$ cat config.mk
export PLATFORM = sky130hd
export DESIGN_NAME = byte_unstriping_rx_param
export DESIGN_NICKNAME = d
export VERILOG_FILES = /design/src/rtl/byte_unstriping_rx_param.sv
export SDC_FILE = /design/constraint.sdc
export NUM_CORES = 1
export LEC_CHECK = 0
export ABC_CLOCK_PERIOD_IN_PS = 4100
export CAP_MARGIN = 5
export CORE_MARGIN = 1
export CORE_UTILIZATION = 35
export CTS_CLUSTER_DIAMETER = 120
export DETAILED_ROUTE_END_ITERATION = 16
export GPL_ROUTABILITY_DRIVEN = 0
export PLACE_DENSITY = 0.49
export SETUP_SLACK_MARGIN = 0.1
export SYNTH_ARGS = -nofsm -noshare
export SYNTH_HDL_FRONTEND = slang
export SYNTH_SLANG_ARGS = --single-unit
$ cat constraint.sdc
create_clock -name clk -period 4.1 [get_ports clk]
set_input_delay 0.82 -clock clk [delete_from_list [all_inputs] [get_ports clk]]
set_output_delay 0.82 -clock clk [all_outputs]
set_load 0.02 [all_outputs]
$ cat src/rtl/byte_unstriping_rx_param.sv
// byte_unstriping_rx_param
// Receive-side un-striper. Each physical lane feeds its own small FIFO so that
// skewed lanes can be realigned. A round-robin pointer visits the active lanes
// in order and only advances once the selected lane has produced a symbol,
// which preserves strict byte order. The merged stream leaves through a
// registered valid/ready stage. The active lane count is sampled only while
// the block is idle, so a stream is never split across two lane layouts.
// Lane overflow is reported per lane and is sticky until reset.

module byte_unstriping_rx_param #(
  parameter int DATA_W = 8,
  parameter int LANES  = 4,
  parameter int DEPTH  = 4,
  // Derived width of lane_count / out_lane; leave at its default.
  parameter int CNT_W  = $clog2(LANES) + 1
) (
  input  logic                      clk,
  input  logic                      reset,
  input  logic [CNT_W-1:0]          lane_count,
  input  logic [LANES-1:0]          lane_valid,
  input  logic [LANES*DATA_W-1:0]   lane_data,
  input  logic                      out_ready,
  output logic                      out_valid,
  output logic [DATA_W-1:0]         out_data,
  output logic [CNT_W-1:0]          out_lane,
  output logic [LANES-1:0]          lane_ovf,
  output logic                      busy
);

  localparam int SEL_W = (LANES > 1) ? $clog2(LANES) : 1;
  localparam int AW    = (DEPTH > 1) ? $clog2(DEPTH) : 1;

  localparam logic [AW:0]      FILL_ONE  = (AW+1)'(1);
  localparam logic [AW:0]      FILL_FULL = (AW+1)'(DEPTH);
  localparam logic [AW-1:0]    PTR_ONE   = AW'(1);
  localparam logic [CNT_W-1:0] CNT_ONE   = CNT_W'(1);
  localparam logic [CNT_W-1:0] CNT_ALL   = CNT_W'(LANES);

  // Per-lane FIFO storage and bookkeeping.
  logic [DATA_W-1:0] mem    [LANES][DEPTH];
  logic [AW-1:0]     wr_ptr [LANES];
  logic [AW-1:0]     rd_ptr [LANES];
  logic [AW:0]       fill   [LANES];

  logic [LANES-1:0]  fifo_nonempty;
  logic [LANES-1:0]  fifo_full;
  logic [LANES-1:0]  lane_en;
  logic [LANES-1:0]  push;
  logic [LANES-1:0]  push_ok;
  logic [LANES-1:0]  pop;
  logic [LANES-1:0]  ovf_set;

  // Round-robin selection and configuration.
  logic [CNT_W-1:0]  act_cnt;
  logic [CNT_W-1:0]  cnt_eff;
  logic [CNT_W-1:0]  rr_ptr;
  logic [CNT_W-1:0]  rr_next;
  logic [SEL_W-1:0]  sel;
  logic              load;
  logic [DATA_W-1:0] head;

  // Out-of-range lane counts (0 or more than LANES) fall back to all lanes.
  assign cnt_eff = (lane_count == '0 || lane_count > CNT_ALL) ? CNT_ALL : lane_count;

  assign sel     = rr_ptr[SEL_W-1:0];
  assign rr_next = (rr_ptr == act_cnt - CNT_ONE) ? '0 : rr_ptr + CNT_ONE;

  // FIFO status flags and lane enables derived from the current configuration.
  always_comb begin
    // NOTE: every output of a combinational block gets a default first so no
    // path through the block can leave it unassigned and infer a latch.
    fifo_nonempty = '0;
    fifo_full     = '0;
    lane_en       = '0;
    for (int i = 0; i < LANES; i++) begin
      fifo_nonempty[i] = (fill[i] != '0);
      fifo_full[i]     = (fill[i] == FILL_FULL);
      lane_en[i]       = (CNT_W'(i) < act_cnt);
    end
  end

  // The output register takes a symbol only from the selected lane; an empty
  // selected lane stalls the merge even when other lanes hold data.
  assign load = fifo_nonempty[sel] && (!out_valid || out_ready);
  assign head = mem[sel][rd_ptr[sel]];
  assign busy = (|fifo_nonempty) | out_valid;

  // Push/pop qualification; a full FIFO still accepts a push when it pops.
  always_comb begin
    push    = '0;
    push_ok = '0;
    pop     = '0;
    ovf_set = '0;
    for (int i = 0; i < LANES; i++) begin
      pop[i]     = load && (sel == SEL_W'(i));
      push[i]    = lane_valid[i] && lane_en[i];
      push_ok[i] = push[i] && (!fifo_full[i] || pop[i]);
      ovf_set[i] = push[i] && fifo_full[i] && !pop[i];
    end
  end

  // FIFO storage writes.
  always_ff @(posedge clk) begin
    // NOTE: the data array is deliberately left out of reset; the fill counters
    // define which entries are meaningful, and resetting a memory array would
    // only cost flops and routing.
    for (int i = 0; i < LANES; i++) begin
      if (push_ok[i]) begin
        mem[i][wr_ptr[i]] <= lane_data[i*DATA_W +: DATA_W];
      end
    end
  end

  // FIFO pointers, fill levels and sticky overflow flags.
  always_ff @(posedge clk or posedge reset) begin
    if (reset) begin
      // NOTE: sequential state uses non-blocking assignments so every register
      // samples the pre-edge values, independent of statement order.
      for (int i = 0; i < LANES; i++) begin
        wr_ptr[i] <= '0;
        rd_ptr[i] <= '0;
        fill[i]   <= '0;
      end
      lane_ovf <= '0;
    end else begin
      for (int i = 0; i < LANES; i++) begin
        if (push_ok[i]) begin
          wr_ptr[i] <= wr_ptr[i] + PTR_ONE;
        end
        if (pop[i]) begin
          rd_ptr[i] <= rd_ptr[i] + PTR_ONE;
        end
        case ({push_ok[i], pop[i]})
          2'b10:   fill[i] <= fill[i] + FILL_ONE;
          2'b01:   fill[i] <= fill[i] - FILL_ONE;
          default: fill[i] <= fill[i];
        endcase
      end
      lane_ovf <= lane_ovf | ovf_set;
    end
  end

  // Output stage, round-robin pointer and idle-time configuration reload.
  always_ff @(posedge clk or posedge reset) begin
    if (reset) begin
      out_valid <= 1'b0;
      out_data  <= '0;
      out_lane  <= '0;
      rr_ptr    <= '0;
      act_cnt   <= CNT_ALL;
    end else begin
      if (load) begin
        out_data  <= head;
        out_lane  <= rr_ptr;
        out_valid <= 1'b1;
        rr_ptr    <= rr_next;
      end else if (out_valid && out_ready) begin
        out_valid <= 1'b0;
      end
      // While idle nothing can load, so the pointer may be pulled back into
      // range if the new lane count no longer covers it.
      if (!busy) begin
        act_cnt <= cnt_eff;
        if (rr_ptr >= cnt_eff) begin
          rr_ptr <= '0;
        end
      end
    end
  end

endmodule
Yosys cells after proc, flatten, opt, wreduce, memory -nomap -nowiden
Memories as Yosys holds them, arrays and structs flattened.
Index checks and enable logic that the tools add are counted.
W data, S select, Z words.
{"block": "op_classes", "add_sub_neg": 18, "magnitude_cmp": 17, "eq_ne": 16, "n_mux": 35, "bitwise_logic": 8, "reduce_logical": 53}
{"cell": "$mux W32", "count": 4}
{"cell": "$demux W8 S2", "count": 4}
{"cell": "$mux W8", "count": 6}
{"cell": "$logic_and A1 B1 Y1", "count": 26}
{"cell": "$pmux W3 S2", "count": 4}
{"cell": "$ge A3 B3 Y1 const B", "count": 6}
{"cell": "$not A2 Y3", "count": 6}
{"cell": "$add A2 B1 Y2 const B", "count": 8}
{"cell": "$bmux W8 S2", "count": 1}
{"cell": "$add A3 B1 Y3 const B", "count": 5}
{"cell": "$mux W3", "count": 5}
{"cell": "$sub A3 B1 Y3 const B", "count": 5}
{"cell": "$eq A2 B2 Y1 const B", "count": 6}
{"cell": "$eq A3 B3 Y1 const B", "count": 4}
{"cell": "$lt A3 B1 Y1 const B", "count": 4}
{"cell": "$reduce_bool A3 Y1", "count": 4}
{"cell": "$eq A2 B1 Y1 const B", "count": 5}
{"cell": "$reduce_bool A2 Y1", "count": 5}
{"cell": "$logic_not A1 Y1", "count": 9}
{"cell": "$mux W1", "count": 7}
{"cell": "$logic_or A1 B1 Y1", "count": 6}
{"cell": "$lt A1 B3 Y1 const A", "count": 2}
{"cell": "$lt A2 B3 Y1 const A", "count": 2}
{"cell": "$bmux W2 S2", "count": 1}
{"cell": "other kinds (11)", "count": 12}
{"block": "word_totals", "reg_bits": 50, "mem_bits_rw": 128, "inputBits": 42, "word_cells": 166, "n_memories": 1}
{"name": "mem", "depth": 4, "width": 32, "rd": 1, "rd_ports_with_merged_regs": 0, "write_ports": 4, "line": "40", "text": "logic [DATA_W-1:0] mem [LANES][DEPTH];"}

Longest topological paths before layout
Gate-level depths: netlist (run 1).
{"block": "logic_depth", "word_depth": 9, "mapped_depth": 14, "ltp_nobuf": 11}

Least setup slack after synthesis (run 1)
OpenSTA, ideal clock, no wires.
{"block": "synth_timing", "path_type": "reg2reg", "startpoint": "reg rr_ptr[0]", "endpoint": "reg fill[11] (netlist name)", "setup_ns": 0.079, "arrival_time_ns": 2.740, "path_slack_ns": 1.281, "path_stages_with_launch": 15, "period_less_slack_ns": 2.819, "cell_sequence": "dfrtp_1 -> buf_6 -> clkbuf_1 -> clkbuf_1 -> inv_1 -> ha_1 -> a41o_1 -> and2b_4 -> inv_1 -> ha_1 -> inv_1 -> fa_1 -> xor2_1 -> nor2_1 -> xor2_1"}
{"block": "synth_between", "elab_chain_cells": 8, "elab_cells_between_ends": 11, "classes_between": "eq/ne (2); mux (3); reduce/logical (6)"}
{"element": "start, declared", "line": "56", "text": "logic [CNT_W-1:0] rr_ptr;"}
{"element": "start signal, assigned", "line": "156", "text": "rr_ptr <= rr_next;"}
{"element": "$bmux W1 S2", "line": "84", "text": "assign load = fifo_nonempty[sel] && (!out_valid || out_ready);"}
{"element": "$mux W1 (not written as such)", "line": "84"}
{"element": "$logic_and A1 B1 Y1", "line": "84"}
{"element": "$logic_and A1 B1 Y1 *", "line": "95", "text": "pop[i] = load && (sel == SEL_W'(i));"}
{"element": "$logic_or A1 B1 Y1", "line": "97", "text": "push_ok[i] = push[i] && (!fifo_full[i] || pop[i]);"}
{"element": "$logic_and A1 B1 Y1", "line": "97"}
{"element": "$eq A2 B1 Y1 / $eq A2 B2 Y1 (equally long branches)", "line": "133", "text": "case ({push_ok[i], pop[i]})"}
{"element": "$pmux W3 S2 / $reduce_bool A2 Y1 (equally long branches)"}
{"element": "end signal, assigned by index", "line": "134", "text": "2'b10: fill[i] <= fill[i] + FILL_ONE;"}
{"element": "end signal, assigned by index", "line": "135", "text": "2'b01: fill[i] <= fill[i] - FILL_ONE;"}
{"element": "end signal, assigned by index", "line": "136", "text": "default: fill[i] <= fill[i];"}
{"element": "end, declared", "line": "43", "text": "logic [AW:0] fill [LANES];"}
Mark *: on every way between the ends. The rest lies on a longest branch, timed or not. The select of a mux whose other input is x is not followed.
A chain may end at the register's enable or synchronous reset.

Final worst setup path (run 1)
{"block": "layout_timing", "startpoint": "reg fill[9] (netlist name)", "endpoint": "out busy"}
{"block": "layout_between", "elab_chain_cells": 3}
{"element": "$reduce_bool A3 Y1", "line": "76", "text": "fifo_nonempty[i] = (fill[i] != '0);"}
{"element": "$reduce_or A4 Y1", "line": "86", "text": "assign busy = (|fifo_nonempty) | out_valid;"}
{"element": "$or A1 B1 Y1", "line": "86"}
{"element": "end, declared", "line": "27", "text": "output logic busy"}
No other way between the ends.

==> results.toml, run 1 <==
[critical_path]
cp-start-kind = "flop"
critPathMaxFanout = 7
cp_cell_sequence = "nor4_1 > nand4_1 > clkdlybuf4s50_1"
cpPeakStageDelay_ns = 0.65
arrival_ns = 2.31
critPathCaptureType = "output port"
path_class = "reg2out"
slowest_stage = "clkdlybuf4s50_1"
worstPathRequired_ns = 3.28

[sta]
fin_crit_sh_pct = 76.3
finalHoldViolCount = 0
fin_crit_ns = 3.13
worst_slew_pin_slew_ns = 0.927
fin_setup_tns_ns = 0
hold_ws_ns = 0.465
rsz0062_at_grt = "no"
finalSetupViolCount = 0
final_max_slew_viol_count = 0
max_slew_margin_pct = 37.0
finClkSkew_ns = 0.0127
timing.fmax_mhz = 320

[routing]
wire_per_inst_um = 19.0
vias = 4566
drc = 0
via_per_inst = 4.95
drt_wl_total_um = 17500
drt_iter0_markers = 266
first_pass_iters = 5
ant_nets = 0

[synthesis]
yosysUniqueCellTypes = 59
synth_top_cells_by_area = "edfxtp_1 (48%), dfrtp_1 (15%), mux2_2 (6.3%)"
synth_top_cell_by_area = "edfxtp_1"
syn-instance-count = 565
yosysSeqAreaShare_pct = 63.5
postSynth.asyncResetShare_pct = 28.1
yosys_warnings = 0
synth_fp_nets = 640
netlist_area_um2 = 8030
synth-edff-count = 128
synth-main-ff-cell = "edfxtp_1"
ys_ff_latch = 178
synth_top_area_share_pct = 47.9
avgSynthCellArea_um2 = 14.2

[layout]
final_cells = 923
fill_cells = 2088
post_route_cells_drive_above_1_share_pct = 17.4
postLayoutCellArea_um2 = 9470
multiInputGateArea_um2 = 2730
layout.nets = 700
syn_to_final_growth_pct = 18.0
antenna_cells = 0
fin_util_pct = 42.0
regArea_um2 = 5100

[flow_run]
cap_violations = 0

[place]
dpl.hpwl_um = 12800
port_buffers = 58
placed_area_um2 = 8890
placed_cells = 891

[power]
p_leak_nw = 3.53
power.switching_mw = 2.53
p_per_area_nw_per_um2 = 738
p_clk_share_pct = 23.0
max-vdd-ir-drop_mv = 0.269
comb_power_share_pct = 36.1
seqPwrFrac_pct = 40.9
sw_frac_of_total_pct = 36.2
p_int_mw = 4.46

[cts]
cts_tree = "yes"
postCtsSetupRepairBufs = 0
cts_resized = 0
cts.sinks = 178
numCtsBuffers = 17
root_buffer = "clkbuf_16"
clk_latency_ns = 0.43
cts.clk_slew.worst_paths_ns = 0.07
postCtsHoldBufs = 0
h-tree-depth = 4
cts_buffer_depth = 2

[grt]
overflow = 0
grt_antenna_before_repair = 0
groute.usage.overall_pct = 15.8
grt_pass1_wl_um = 27400
grt_max_degree = 37
grt_pass1_vias = 4728

[floorplanning]
core_um2 = 22600
start_util_pct = 35.6
fp.dieW_um = 153
rows = 55
die_h_um = 153
ios = 59
die-area_um2 = 23600

[outcome]
outcome = "finished, final reports clean"

[min_path]
hold_class = "reg2reg"
kinds of logic (layout without fill, tap and decap cells):
group / count (synthesis) / after routing / share of synthesized area (%)
xor+xnor: 26 / 26 / 3.02
simple gates: 120 / 120 / 8.48
buf+inv: 46 / 119 / 2.57
compound gates: 100 / 100 / 8.23
mux: 62 / 62 / 8.71
fa+ha+maj: 33 / 33 / 5.52
flops: 178 / 178 / 63.5
per-stage QoR:
step	power, mW	worst slack [ns]
3_3_place_gp	5.40	0.801
3_5_place_dp	5.47	0.754
4_1_cts	7.10	0.954
5_1_grt	7.45	0.835
6_report	6.99	0.972
2_1_floorplan	4.63	1.28
flip-flops by register name (all words and copies together), names as in the netlist:
name,count
act_cnt,3
fill,12
rr_ptr,3
wr_ptr,8
lane_ovf,4
rd_ptr,8
mem,128
out_lane,3
out_data,8
out_valid,1
critical path, delay by kind of cell, from the launching register on:
kind	cells	cell delay, ns
simple gates	2	0.81
flops	1	0.43
buf+inv	1	0.65
power by group through the flow:
stage               Clock [mW]  Combinational (mW)  Sequential [mW]
floorplan                    0                1.85             2.78
global placement             0                2.50             2.89
detailed placement           0                2.56             2.91
CTS                       1.64                2.58             2.87
global route              1.72                2.80             2.94
finish                    1.61                2.52             2.86
final cells by class:
cell class / instances / share of cell area (%)
inverter: 23 / 0.911
multi-input combinational: 341 / 28.8
tap: 285 / 3.76
timing repair buffer: 64 / 6.60
clock inverter: 15 / 1.65
sequential: 178 / 53.8
clock buffer: 17 / 4.49
synthesized netlist by cell type, drive strengths merged, types with 2 or more instances:
cell type  count
a21o           3
a21oi          7
a22oi          4
a31oi         16
a41o           4
and2          20
and2b          4
and3           4
buf           13
clkbuf        10
dfrtp         49
edfxtp       128
fa             4
ha            29
inv           23
mux2          50
mux2i         11
nand2         54
nand2b         5
nand3          5
nand4          2
nor2           9
nor2b          2
nor3           6
nor3b          3
o21ai         35
o21bai         4
o22ai         14
o31ai          9
or2            2
or3            2
xnor2         15
xor2          11
metal layers:
metal	track usage, %	up-vias	part of all wire (%)
met5	0	-	0
met4	5.24	0	1.5
met3	3.20	20	2.9
met2	26.4	88	50
met1	20.6	2267	46
li1	-	2191	-
worst paths after layout:
check / from / slack [ns] / depth (start not counted) / end
setup reg to reg: rr_ptr[1] / 1.23 / 12 / fill[11]
min in group asynchronous: reset / 0.90 / 2 / fill[11]
hold / removal: rd_ptr[7] / 0.46 / 1 / rd_ptr[7]
hold reg to reg: rd_ptr[7] / 0.46 / 1 / rd_ptr[7]
max in group asynchronous: reset / 2.47 / 3 / act_cnt[2]
setup / recovery: fill[9] / 0.97 / 3 / busy
layout by cell type, fill, tap and decap left out, types with 3 or more instances in the layout:
cell,netlist,final
a41o_1,4,4
clkbuf_16,0,17
a31oi_1,16,16
o31ai_1,9,9
clkdlybuf4s50_1,0,58
and2b_4,4,4
xnor2_1,15,15
o21ai_1,17,17
nand2b_1,5,5
mux2_1,5,5
clkinv_4,0,4
a21oi_1,6,6
inv_6,0,3
and2_1,16,16
buf_4,0,6
nand2_1,54,54
o21bai_1,4,4
edfxtp_1,128,128
xor2_1,9,9
dfrtp_1,49,49
mux2i_1,10,10
mux2_2,45,45
o21ai_0,18,18
fa_1,4,4
nand3_1,4,4
and2_4,4,4
nor3_2,3,3
nor2_1,8,8
ha_1,29,29
a21o_1,3,3
o22ai_1,14,14
clkinv_1,0,3
inv_1,22,21
No activity file was read; power rests on OpenSTA's default activity.
==> run 2: changes to the inputs <==
--- a/config.mk
+++ b/config.mk
@@ -5,14 +5,14 @@
 export SDC_FILE = /design/constraint.sdc
 export NUM_CORES = 1
 export LEC_CHECK = 0
-export ABC_CLOCK_PERIOD_IN_PS = 4100
+export ABC_CLOCK_PERIOD_IN_PS = 2600
 export CAP_MARGIN = 5
 export CORE_MARGIN = 1
 export CORE_UTILIZATION = 35
 export CTS_CLUSTER_DIAMETER = 120
 export DETAILED_ROUTE_END_ITERATION = 16
 export GPL_ROUTABILITY_DRIVEN = 0
-export PLACE_DENSITY = 0.49
+export PLACE_DENSITY = 0.51
 export SETUP_SLACK_MARGIN = 0.1
 export SYNTH_ARGS = -nofsm -noshare
 export SYNTH_HDL_FRONTEND = slang
==> constraint.sdc (replaced) <==
create_clock -name clk -period 2.6 [get_ports clk]
set_input_delay 0.52 -clock clk [delete_from_list [all_inputs] [get_ports clk]]
set_output_delay 0.52 -clock clk [all_outputs]
set_load 0.02 [all_outputs]
==> run 2 against run 1 <==
Net effect: non-clock buffer count grew 68; clock skew about the same; via count rose by 5.6%; power is 69% higher; worst setup slack worse by 0.82 ns; sequential share of layout area decreased by 3.9 points; core utilization increased by 3.3 points; clock-buffer cell count is the same; cell count grew 7.4%; highest routed layer unchanged; die area did not move; sequential cell count is the same.
==> results.toml, run 2 (same netlist as run 1, synthesis figures left out) <==
[outcome]
outcome = "finished, final reports clean"

[cts]
cts.sinks = 178
cts_tree = "yes"
root_buffer = "clkbuf_16"
clk_latency_ns = 0.43
h-tree-depth = 4
postCtsHoldBufs = 0
numCtsBuffers = 17
cts_buffer_depth = 2
cts.clk_slew.worst_paths_ns = 0.08

[layout]
fill_cells = 2089
syn_to_final_growth_pct = 27.3
final_cells = 991
layout.nets = 768
antenna_cells = 0
final_common_cell = "edfxtp_1"
most-common-layout-cells = "edfxtp_1 (128), buf_4 (59), clkdlybuf4s50_1 (57)"
postLayoutCellArea_um2 = 10200
largest_reg_flops = 128
post_route_cells_drive_above_1_share_pct = 28.8
fin_util_pct = 45.3

[power]
max-vdd-ir-drop_mv = 0.557
power_mw = 11.8
p_leak_nw = 3.89
p_per_area_nw_per_um2 = 1150

[sta]
finalSetupViolCount = 0
max_slew_margin_pct = 58.5
fin_setup_tns_ns = 0
worst_slew_pin_slew_ns = 0.623
setup_slack_ns = 0.147
fin_crit_sh_pct = 94.3
finClkSkew_ns = 0.0131
fin_crit_ns = 2.45
final_max_slew_viol_count = 0
finalHoldViolCount = 0
timing.fmax_mhz = 408
rsz0062_at_grt = "yes"
hold_ws_ns = 0.364

[routing]
vias = 4822
drt_iter0_markers = 270
ant_nets = 0
wire_per_inst_um = 18.2
first_pass_iters = 4
drt_wl_total_um = 18100
via_per_inst = 4.87
drc = 0

[critical_path]
slowest_stage = "dfrtp_2"
critPathCaptureType = "flop"
path_class = "reg2reg"
cpPeakStageDelay_ns = 0.46
cp_cell_sequence = "and2_4 > a22oi_4 > buf_6 > a41o_1 > and2b_4 > inv_2 > ha_4 > fa_2 > xnor2_2 > nor2_1 > xor2_1"
crit_buf_inv = 2
arrival_ns = 2.80
critPathMaxFanout = 6
critPathTopFamily = "adder cells"
worstPathRequired_ns = 2.95
cp-start-kind = "flop"

[grt]
grt_antenna_before_repair = 0
overflow = 0
groute.usage.overall_pct = 16.2
grt_max_degree = 42
grt_pass1_vias = 4974
grt_pass1_wl_um = 28200

[flow_run]
cap_violations = 0

[place]
port_buffers = 58
dpl.hpwl_um = 13500
placed_area_um2 = 9440
placed_cells = 946
preCtsSetupSlack_ns = -0.209

[floorplanning]
die-area_um2 = 23600
core_um2 = 22600
start_util_pct = 35.6
die_h_um = 153
rows = 55
ios = 59
fp.dieW_um = 153

[min_path]
hold_class = "in2async"
## run 2: changes by cell type in the layout (fill, tap and decap cells not counted), sizes merged
cell           before  now
buf                 6   74
clkinv              8    5
inv                27   30
bufinv              2    0
clkinvlp            1    3
clkdlybuf4s50      58   57
dlygate4sd2         0    1
## run 2: cell type report
class	instances	area (um2)	share of cell area, %
sequential	178	5100	49.9
multi-input combinational	341	2820	27.6
timing repair buffer	132	1290	12.6
clock buffer	17	425	4.16
tap	285	357	3.49
clock inverter	15	145	1.42
inverter	23	86.3	0.845
## run 2: worst register-to-register path, cell delays in order (launching register included)
cell and delay, ns:
dfrtp_2 0.46, and2_4 0.19, a22oi_4 0.22, buf_6 0.14, a41o_1 0.18, and2b_4 0.16
inv_2 0.04, ha_4 0.16, fa_2 0.40, xnor2_2 0.14, nor2_1 0.12, xor2_1 0.16
## run 2: worst paths after layout
path,start,end,slack (ns),cells after the start
min in group clk,rd_ptr[7],rd_ptr[7],0.47,1
max,rr_ptr[0],fill[8],0.15,11
max in group asynchronous,reset,act_cnt[2],1.67,3
max reg2reg,rr_ptr[0],fill[8],0.15,11
min reg2reg,rd_ptr[7],rd_ptr[7],0.47,1
min,reset,out_lane[1],0.36,2
## run 2: power by group
part / leakage, nW / internal, mW / total (mW) / switching, mW
combinational: 1.87 / 2.39 / 4.96 / 2.57
sequential: 1.75 / 3.88 / 4.40 / 0.525
clock: 0.271 / 1.27 / 2.44 / 1.17
total: 3.89 / 7.54 / 11.8 / 4.27
## run 2: routing by layer
layer / up-vias / track usage [%] / routed length, um
li1: 2327 / - / -
met1: 2409 / 20.4 / 8080
met2: 75 / 28.4 / 9290
met3: 11 / 3.09 / 529
met4: 0 / 4.43 / 166
met5: - / 0 / 0
## run 2: repair_timing
item,CTS,global route
endpoints found under the setup margin,14,31
setup buffers,4,9
gates cloned,0,0
resized for setup,11,18
pin swaps,6,19
==> run 3: changes to the inputs <==
--- a/config.mk
+++ b/config.mk
@@ -13,6 +13,7 @@
 export DETAILED_ROUTE_END_ITERATION = 16
 export GPL_ROUTABILITY_DRIVEN = 0
 export PLACE_DENSITY = 0.51
+export REMOVE_ABC_BUFFERS = 1
 export SETUP_SLACK_MARGIN = 0.1
 export SYNTH_ARGS = -nofsm -noshare
 export SYNTH_HDL_FRONTEND = slang
==> run 3 against run 2 <==
Net effect: register-to-register slack got worse by 0.05 ns; critical path depth grew 1; final area decreased by 1.4%; routed wire length rose by 1.1%; largest power group unchanged; via count increased by 0.85%; largest cell class unchanged; clock-buffer cell count is the same; sequential share of layout area grew 0.66 points; first-iteration DRC count fell by 14%; clock skew decreased by 0.0010 ns.
==> results.toml, run 3 (same netlist as run 1, synthesis figures left out) <==
[outcome]
outcome = "finished, final reports clean"

[floorplanning]
fp.dieW_um = 153
rows = 55
core_um2 = 22600
ios = 59
die_h_um = 153
die-area_um2 = 23600
start_util_pct = 35.6

[layout]
antenna_cells = 0
most-common-layout-cells = "edfxtp_1 (128), clkdlybuf4s50_1 (57), buf_4 (57)"
layout.nets = 756
postLayoutCellArea_um2 = 10100
final_common_cell = "edfxtp_1"
syn_to_final_growth_pct = 25.6
post_route_cells_drive_above_1_share_pct = 27.1
largest_reg_flops = 128

[routing]
wire_per_inst_um = 18.6
via_per_inst = 4.97
drt_wl_total_um = 18300
first_pass_iters = 5
drc = 0
vias = 4863
drt_iter0_markers = 231
ant_nets = 0

[cts]
root_buffer = "clkbuf_16"
cts.clk_slew.worst_paths_ns = 0.07
cts_tree = "yes"
cts.sinks = 178
numCtsBuffers = 17
cts_buffer_depth = 2
clk_latency_ns = 0.43
postCtsHoldBufs = 0
h-tree-depth = 4

[power]
max-vdd-ir-drop_mv = 0.441
p_leak_nw = 3.83
p_per_area_nw_per_um2 = 1180

[grt]
grt_antenna_before_repair = 0
grt_pass1_wl_um = 28600
overflow = 0
grt_pass1_vias = 5148
groute.usage.overall_pct = 16.3
grt_max_degree = 37

[critical_path]
arrival_ns = 2.84
cpPeakStageDelay_ns = 0.44
cp-start-kind = "flop"
critPathTopFamily = "simple AND/OR/NAND/NOR gates"
worstPathRequired_ns = 2.94
crit_buf_inv = 3
cp_cell_sequence = "buf_6 > and2b_4 > a22oi_4 > a41o_1 > and2b_4 > inv_2 > ha_4 > inv_2 > fa_2 > xor2_1 > nor2_1 > xor2_1"
critPathCaptureType = "flop"
critPathMaxFanout = 6
path_class = "reg2reg"
slowest_stage = "dfrtp_2"

[sta]
finalSetupViolCount = 0
max_slew_margin_pct = 46.3
fin_crit_sh_pct = 96.1
finalHoldViolCount = 0
finClkSkew_ns = 0.0121
worst_slew_pin_slew_ns = 0.806
final_max_slew_viol_count = 0
fin_crit_ns = 2.50
fin_setup_tns_ns = 0
timing.fmax_mhz = 400
rsz0062_at_grt = "yes"

[place]
dpl.hpwl_um = 13500
placed_area_um2 = 9270
port_buffers = 58

[min_path]
hold_class = "in2async"

[flow_run]
cap_violations = 0
[run 3: cell count changes in the layout (fill, tap and decap cells not counted), sizes merged]
cell / delta
bufinv: +2
clkinvlp: +1
inv: -2
buf: -12
clkinv: -1
[run 3: layout make-up]
| class | count | area [um2] |
|---|---|---|
| Fill cell | 2075 | 12500 |
| Sequential cell | 178 | 5100 |
| Multi-Input combinational cell | 341 | 2820 |
| Timing Repair Buffer | 120 | 1100 |
| Clock buffer | 17 | 425 |
| Tap cell | 285 | 357 |
| Clock inverter | 15 | 195 |
| Inverter | 23 | 90.1 |
[run 3: worst paths after layout]
| path | slack [ns] | start | cells after the start | endpoint |
|---|---|---|---|---|
| worst max-delay path | 0.10 | rr_ptr[1] | 12 | fill[11] |
| worst min-delay path | 0.42 | reset | 2 | fill[0] |
| worst max register to register | 0.10 | rr_ptr[1] | 12 | fill[11] |
| worst min register to register | 0.48 | rd_ptr[7] | 1 | rd_ptr[7] |
| max in group asynchronous | 1.56 | reset | 3 | out_data[3] |
| min in group clk | 0.48 | rd_ptr[7] | 1 | rd_ptr[7] |
[run 3: routing by layer]
metal,vias up,part of all wire [%],global-route usage (%)
met5,-,0,0
met4,0,1.6,5.19
met3,18,3.9,3.37
met2,93,48,26.8
met1,2447,46,21.6
li1,2305,-,-
[run 3: worst register-to-register path: cells and delay by family, from the launching register on]
family	cells	cell delay [ns]
AOI/OAI and AO/OA	2	0.35
xor gates and xnor gates	2	0.33
adders and majority gates	2	0.50
buffers and inverters	3	0.23
DFF	1	0.44
and+or+nand+nor	3	0.55
[run 3: report_power, final]
group / internal (mW) / total [mW] / switching [mW]
logic: 2.24 / 4.71 / 2.47
clock network: 1.47 / 2.65 / 1.19
registers: 3.87 / 4.52 / 0.644
[run 3: repair_timing]
| action | in CTS | in global routing |
|---|---|---|
| pin swaps | 3 | 15 |
| resized for setup | 8 | 19 |
| buffers inserted | 7 | 5 |
| setup endpoints to repair | 7 | 7 |
[run 3: per-stage QoR]
step | power [mW] | util, % | setup slack, ns | hold slack, ns | instances
2_1_floorplan | 7.14 | - | -0.418 | 0.437 | 542
3_3_place_gp | 8.90 | 41.1 | -0.178 | 0.456 | 935
3_5_place_dp | 9.07 | 41.1 | -0.252 | 0.464 | 935
4_1_cts | 11.9 | 44.2 | 0.100 | 0.422 | 974
5_1_grt | 12.6 | 44.7 | -0.0290 | 0.472 | 979
6_report | 11.9 | 44.7 | 0.101 | 0.424 | 979
